===== config.mk =====
export PLATFORM = sky130hd
export DESIGN_NAME = ram4x8_reader_flat
export DESIGN_NICKNAME = d
export VERILOG_FILES = /design/src/rtl/ram4x8_reader_if.sv /design/src/rtl/ram4x8_reader.sv /design/src/flat_wrapper.sv
export SDC_FILE = /design/constraint.sdc
export NUM_CORES = 1
export LEC_CHECK = 0
export ABC_CLOCK_PERIOD_IN_PS = 4200
export CELL_PAD_IN_SITES_DETAIL_PLACEMENT = 0
export CELL_PAD_IN_SITES_GLOBAL_PLACEMENT = 1
export CORE_ASPECT_RATIO = 1.4
export CORE_MARGIN = 2
export CORE_UTILIZATION = 38
export DETAILED_ROUTE_END_ITERATION = 7
export GPL_ROUTABILITY_DRIVEN = 0
export PLACE_DENSITY = 0.91
export SETUP_SLACK_MARGIN = 0.2
export SKIP_CTS_REPAIR_TIMING = 1
export SYNTH_ARGS = -nofsm -noshare
export SYNTH_HDL_FRONTEND = slang
export SYNTH_SLANG_ARGS = --single-unit

===== constraint.sdc =====
create_clock -name CLK_ -period 4.2 [get_ports CLK_]
set_input_delay 1.26 -clock CLK_ [delete_from_list [all_inputs] [get_ports CLK_]]
set_output_delay 1.26 -clock CLK_ [all_outputs]
set_load 0.01 [all_outputs]

===== src/rtl/ram4x8_reader_if.sv =====
`default_nettype none
// ============================================================================
// Module      : ram4x8_reader_if
// Description : Bus bundle between a ram4x8_reader and its environment.
//               Carries the start request, the RAM parallel image, the
//               valid/ready byte stream and the status outputs.
// Ports       : start     - read-out request (master -> reader)
//               mem_in    - 32-bit RAM image {word3..word0}
//               out_data  - streamed byte
//               out_addr  - address of out_data
//               out_valid - out_data/out_addr hold a byte
//               out_ready - sink accepts the byte (master -> reader)
//               busy      - reader is streaming
//               done      - one-cycle completion pulse
//               checksum  - mod-256 sum of transferred bytes
// Revision    : 1.0 - initial release
// ============================================================================
interface ram4x8_reader_if;
  logic        start;
  logic [31:0] mem_in;
  logic [7:0]  out_data;
  logic [1:0]  out_addr;
  logic        out_valid;
  logic        out_ready;
  logic        busy;
  logic        done;
  logic [7:0]  checksum;

  // Environment side: requests read-outs and sinks the byte stream.
  modport master (
    output start, mem_in, out_ready,
    input  out_data, out_addr, out_valid, busy, done, checksum
  );

  // Reader side.
  modport slave (
    input  start, mem_in, out_ready,
    output out_data, out_addr, out_valid, busy, done, checksum
  );
endinterface
`default_nettype wire


===== src/rtl/ram4x8_reader.sv =====
`default_nettype none
// ============================================================================
// Module      : ram4x8_reader
// Description : Sequential read-out engine for the 4x8 register-file RAM.
//               On start it snapshots the RAM image and streams the four
//               bytes, tagged with their addresses, over a valid/ready
//               interface while accumulating a mod-256 checksum.
// Parameters  : WIDTH   - byte width (8)
//               DEPTH   - number of words (4)
//               REVERSE - 0: address 0..3, 1: address 3..0
// Ports       : CLK_    - system clock, rising edge
//               CLR     - synchronous active-high reset
//               if_bus  - ram4x8_reader_if.slave (start, mem_in, out_*,
//                         busy, done, checksum)
// Revision    : 1.0 - initial release
// ============================================================================
module ram4x8_reader #(
  parameter int WIDTH   = 8,
  parameter int DEPTH   = 4,
  parameter int REVERSE = 0
) (
  input  wire logic          CLK_,
  input  wire logic          CLR,
  ram4x8_reader_if.slave     if_bus
);

  localparam int AW = $clog2(DEPTH);

  localparam logic [1:0] c_IDLE = 2'd0;
  localparam logic [1:0] c_SEND = 2'd1;
  localparam logic [1:0] c_DONE = 2'd2;

  // First and last address of the stream depend on the direction.
  localparam logic [AW-1:0] c_FIRST = (REVERSE != 0) ? AW'(DEPTH - 1) : '0;
  localparam logic [AW-1:0] c_LAST  = (REVERSE != 0) ? '0 : AW'(DEPTH - 1);

  logic [1:0]             r_state;
  logic [WIDTH*DEPTH-1:0] r_snap;
  logic [AW-1:0]          r_idx;
  logic [WIDTH-1:0]       r_sum;

  logic [WIDTH-1:0]       w_bytes [DEPTH];
  logic                   w_send;
  logic [WIDTH-1:0]       w_cur;

  // Split the snapshot into addressable words.
  for (genvar g = 0; g < DEPTH; g++) begin : g_bytes
    assign w_bytes[g] = r_snap[g*WIDTH +: WIDTH];
  end

  assign w_send = (r_state == c_SEND);
  assign w_cur  = w_bytes[r_idx];

  always_ff @(posedge CLK_) begin
    if (CLR) begin
      r_state <= c_IDLE;
      r_snap  <= '0;
      r_idx   <= '0;
      r_sum   <= '0;
    end else begin
      case (r_state)
        c_IDLE: begin
          if (if_bus.start) begin
            r_snap  <= if_bus.mem_in;
            r_idx   <= c_FIRST;
            r_sum   <= '0;
            r_state <= c_SEND;
          end
        end
        c_SEND: begin
          if (if_bus.out_ready) begin
            r_sum <= r_sum + w_cur;
            // The index is left on the final address rather than wrapping;
            // it is invisible outside SEND anyway.
            if (r_idx == c_LAST) begin
              r_state <= c_DONE;
            end else if (REVERSE != 0) begin
              r_idx <= r_idx - AW'(1);
            end else begin
              r_idx <= r_idx + AW'(1);
            end
          end
        end
        c_DONE: begin
          r_state <= c_IDLE;
        end
        default: begin
          r_state <= c_IDLE;
        end
      endcase
    end
  end

  // Outputs are gated by registered state only, so out_ready and mem_in
  // never reach an output combinationally.
  assign if_bus.out_valid = w_send;
  assign if_bus.busy      = w_send;
  assign if_bus.done      = (r_state == c_DONE);
  assign if_bus.out_data  = w_send ? w_cur : '0;
  assign if_bus.out_addr  = w_send ? r_idx : '0;
  assign if_bus.checksum  = r_sum;

endmodule
`default_nettype wire


===== src/flat_wrapper.sv =====
// flat-port wrapper written by rule: the top's interface ports become plain ports
module ram4x8_reader_flat 
#(
  parameter int WIDTH   = 8,
  parameter int DEPTH   = 4,
  parameter int REVERSE = 0
)
  (CLK_, CLR, if_bus_start, if_bus_mem_in, if_bus_out_ready, if_bus_out_data, if_bus_out_addr, if_bus_out_valid, if_bus_busy, if_bus_done, if_bus_checksum);
  ram4x8_reader_if if_bus_i ();
  input  wire logic CLK_;
  input  wire logic CLR;
  input wire logic [$bits(if_bus_i.start)-1:0] if_bus_start;
  input wire logic [$bits(if_bus_i.mem_in)-1:0] if_bus_mem_in;
  input wire logic [$bits(if_bus_i.out_ready)-1:0] if_bus_out_ready;
  output wire logic [$bits(if_bus_i.out_data)-1:0] if_bus_out_data;
  output wire logic [$bits(if_bus_i.out_addr)-1:0] if_bus_out_addr;
  output wire logic [$bits(if_bus_i.out_valid)-1:0] if_bus_out_valid;
  output wire logic [$bits(if_bus_i.busy)-1:0] if_bus_busy;
  output wire logic [$bits(if_bus_i.done)-1:0] if_bus_done;
  output wire logic [$bits(if_bus_i.checksum)-1:0] if_bus_checksum;
  assign if_bus_i.start = if_bus_start;
  assign if_bus_i.mem_in = if_bus_mem_in;
  assign if_bus_i.out_ready = if_bus_out_ready;
  assign if_bus_out_data = if_bus_i.out_data;
  assign if_bus_out_addr = if_bus_i.out_addr;
  assign if_bus_out_valid = if_bus_i.out_valid;
  assign if_bus_busy = if_bus_i.busy;
  assign if_bus_done = if_bus_i.done;
  assign if_bus_checksum = if_bus_i.checksum;
  ram4x8_reader #(.WIDTH(WIDTH), .DEPTH(DEPTH), .REVERSE(REVERSE)) u_core (.CLK_(CLK_), .CLR(CLR), .if_bus(if_bus_i));
endmodule

* Yosys cells after proc, flatten, opt, wreduce, memory -nomap -nowiden *
Index checks and enable logic that the tools add are counted.

storage, ports and cells
  bits in registers = 44
  bits of input ports = 36
  output and inout port bits = 21

cells by class
  $add $sub $neg = 2
  order comparisons = 1
  equal/unequal tests = 7
  multiplexer cells = 16
  bitwise gates (word level) = 1
  reductions and logical operators = 6

operators by type and width
  kind                 number
  $mux 8               5
  $bmux 8 s2           1
  $pmux 8 s2           1
  $mux 2               7
  $add 8x8->8          1
  $ne 2x2->1 const B   4
  $pmux 2 s2           2
  $reduce_and 3->1     2
  $eq 2x2->1 const B   2
  $reduce_and 4->1     1
  $ge 3x3->1 const B   1
  $not 2->3            1
  $add 2x1->2 const B  1
  $eq 2x1->1 const B   1
  $logic_not 2->1      1
  $reduce_and 2->1     1
  $reduce_bool 2->1    1

* Longest topological paths before layout *
  word-level depth = 7
  mapped depth = 9

* Least setup slack after synthesis *
No wires, ideal clock.

  path kind = reg2out
  from = register u_core.r_idx[0]
  to = output port if_bus_out_data[1]
  data arrival time = 1301 ps
  slack = 1639 ps
  cell stages (with the launch flop) = 4
  buffers on the path = 1
  path through = dfxtp_1 -> buf_4 -> mux4_2 -> and2_1

between the ends
  cells in the longest elaborated chain, start to end = 5

ends and longest elaborated chain
  element                                    line                 source
  start, declared                            ram4x8_reader.sv:39  logic [AW-1:0] r_idx;
  start signal, assigned                     ram4x8_reader.sv:65  r_idx <= c_FIRST;
  start signal, assigned                     ram4x8_reader.sv:78  r_idx <= r_idx - AW'(1);
  start signal, assigned                     ram4x8_reader.sv:80  r_idx <= r_idx + AW'(1);
  $not 2->3 (implied by the code)            ram4x8_reader.sv:52  assign w_cur = w_bytes[r_idx];
  $bmux 8 s2                                 ram4x8_reader.sv:52
  $mux 8 (implied by the code) (2 in a row)  ram4x8_reader.sv:52
  $mux 8                                     ram4x8_reader.sv:99  assign if_bus.out_data = w_send ? w_cur : '0;
  end, declared                              flat_wrapper.sv:15   output wire logic [$bits(if_bus_i.out_data)-1:0] if_bus_out_data;

No other way between the ends. The select of a mux whose other input is x is not followed.

* Worst setup path in the final report *
  from = register u_core.r_idx[0]
  to = output port if_bus_out_data[7]

The elaborated chain is that of the path after synthesis.

==> impl_metrics.yaml <==
grt:
  grt-ovfl-total: 0
  grt_use_total_pct: 17.5
  grt_max_degree: 48
  grt_pass1_wl_microns: 8310
  antenna_found_initial: 0
  grt_pass1_vias: 1813
detailed_routing:
  route.met2.wl_microns: 2450
  viasPerCell: 5.21
  dr.max_layer_used: "met4"
  wl_microns: 5040
  vias: 1907
  met3_length_microns: 231
  drt-initial-drc-count: 126
  detail_route.wl_per_cell_microns: 13.8
  first_pass_iters: 4
  ant_nets: 0
  drc_errors: 0
  wl_met1_microns: 2110
synth:
  ys_async_sr_fraction_pct: 0
  synth_cell_type_count: 35
  synth_fa_ha_area_share_pct: 5.59
  synth_ff_type: "dfxtp_1"
  synthCells: 249
  synth_mux_area_share_pct: 8.39
  syn-num-nets: 294
  synthXorXnorAreaFrac_pct: 2.04
  syn-mean-instance-area_sq_um: 8.62
  synth-seq-cells: 44
  synth_warnings: 0
  yosysSeqAreaShare_pct: 41.0
  synth-compound-area-share_pct: 14.2
  synth_top_family_by_area: "simple AND/OR/NAND/NOR gates"
  syn-cell-area_sq_um: 2150
  synth_edf_count: 0
  synthSimpleGateAreaFrac_pct: 24.7
floorplan:
  start_util_pct: 39.1
  core_sq_um: 5490
  num_rows: 32
  die_x_microns: 67.5
  dieArea_sq_um: 6280
  die_h_microns: 92.9
  io-pin-count: 57
timing:
  maxSlewHeadroom_pct: 35.5
  finClkSkew_ns: 0.00590
  post-route-period-util_pct: 84.3
  worst_slack_ns: 0.659
  setup_viol: 0
  fin_crit_ns: 3.54
  worstMarginPinSlew_ns: 0.966
  tns_ns: 0
  final_max_slew_viol_count: 0
  hold_viol: 0
  max_freq_mhz: 282
  rsz0062_at_grt: "false"
worst_setup_path:
  critPathMaxFanout: 12
  critPathKind: "flop to primary output"
  worstPathArrival_ns: 2.28
  cp-end-kind: "primary output"
  startpoint_type: "flop"
  worstPathRequired_ns: 2.94
layout:
  mostFrequentLayoutCells: "nand2_1, clkdlybuf4s50_1, dfxtp_1"
  final_area_sq_um: 2810
  diodes: 0
  layout.nets: 342
  instances_no_fill: 366
  fin_util_pct: 51.3
  final_common_cell: "nand2_1"
  area_growth_syn_to_layout_pct: 31.1
  drive_above_1_share_pct: 6.71
cts:
  cts.reportedPaths.clkPinSlew_ns: 0.08
  cts_buffers: 5
  cts_tree: "yes"
  clock_path_buffers: 2
  root_buffer: "clkbuf_8"
  htree_num_levels: 2
  cts_sinks: 44
  clock_latency_ns: 0.30
placed_design:
  placed_cells: 358
  place_ws_ns: 0.949
  placed_cell_area_sq_um: 2720
  detailed_place_hpwl_microns: 3840
  portBuffers: 56
worst_hold_path:
  worst_hold_path_type: "flop to flop"
pwr:
  p_leak_nw: 1.10
  ir_drop_uv: 181
  powerDensity_nw_per_um2: 302
run:
  maxCapViolCount: 0
run_status:
  status: "completed"
==> registers in the layout (all words and copies together), names as in the netlist <==
| name | count |
|---|---|
| u_core.r_idx | 2 |
| u_core.r_snap | 32 |
| u_core.if_bus.checksum | 8 |
| u_core.r_state | 2 |
==> worst max-delay path, cell delays in order (launching register included) <==
cell	delay, ns
dfxtp_1	0.69
mux4_2	0.63
and2_1	0.19
clkdlybuf4s50_1	0.47
==> layer usage <==
layer / vias to the layer above / GRT usage (%)
met5: - / 0
met4: 0 / 11.2
met3: 15 / 3.40
met2: 57 / 27.0
met1: 885 / 21.6
li1: 950 / -
==> stage by stage <==
step                total power, mW  hold slack, ns
floorplan                     0.530           0.433
global placement              0.588           0.440
detailed placement            0.590           0.447
CTS                           0.859           0.458
global route                  0.891           0.484
finish                        0.851           0.455
==> area by class of cell <==
type,count,area (sq um)
Multi-Input combinational cell,187,1180
Timing Repair Buffer,58,576
Inverter,1,3.75
Fill cell,553,2670
Clock buffer,8,90.1
Sequential cell,44,881
Tap cell,68,85.1
==> report_power, final <==
part           total [mW]  switching [mW]  leakage, nW  internal, mW
clock               0.271           0.137       0.0455         0.134
combinational       0.127          0.0594        0.695        0.0677
sequential          0.452          0.0157        0.360         0.437
==> worst paths after layout <==
check	start	end	slack, ns	cells past startpoint
max	u_core.r_idx[0]	if_bus_out_data[7]	0.66	3
min	u_core.r_snap[19]	u_core.r_snap[19]	0.45	2
max reg2reg	u_core.r_idx[1]	u_core.if_bus.checksum[6]	1.43	8
min reg2reg	u_core.r_snap[19]	u_core.r_snap[19]	0.45	2
==> cell families (layout without fill, tap and decap cells) <==
kind of cell | Yosys count | count (layout)
buf+inv | 18 | 67
flops | 44 | 44
mux | 8 | 8
compound gates | 54 | 54
simple gates | 111 | 111
xor+xnor | 5 | 5
fa+ha+maj | 9 | 9
==> Yosys cell counts, drive strengths merged (5+ instances only) <==
| cell type | count | share of area [%] |
|---|---|---|
| nand2 | 72 | 13 |
| dfxtp | 44 | 41 |
| a21oi | 38 | 8.9 |
| nor2 | 11 | 2.3 |
| and2 | 10 | 2.9 |
| clkbuf | 9 | 1.6 |
| buf | 8 | 2.3 |
| ha | 8 | 4.7 |
| mux4 | 8 | 8.4 |
| a22oi | 5 | 1.7 |
Power figures use the tool's default switching activity.
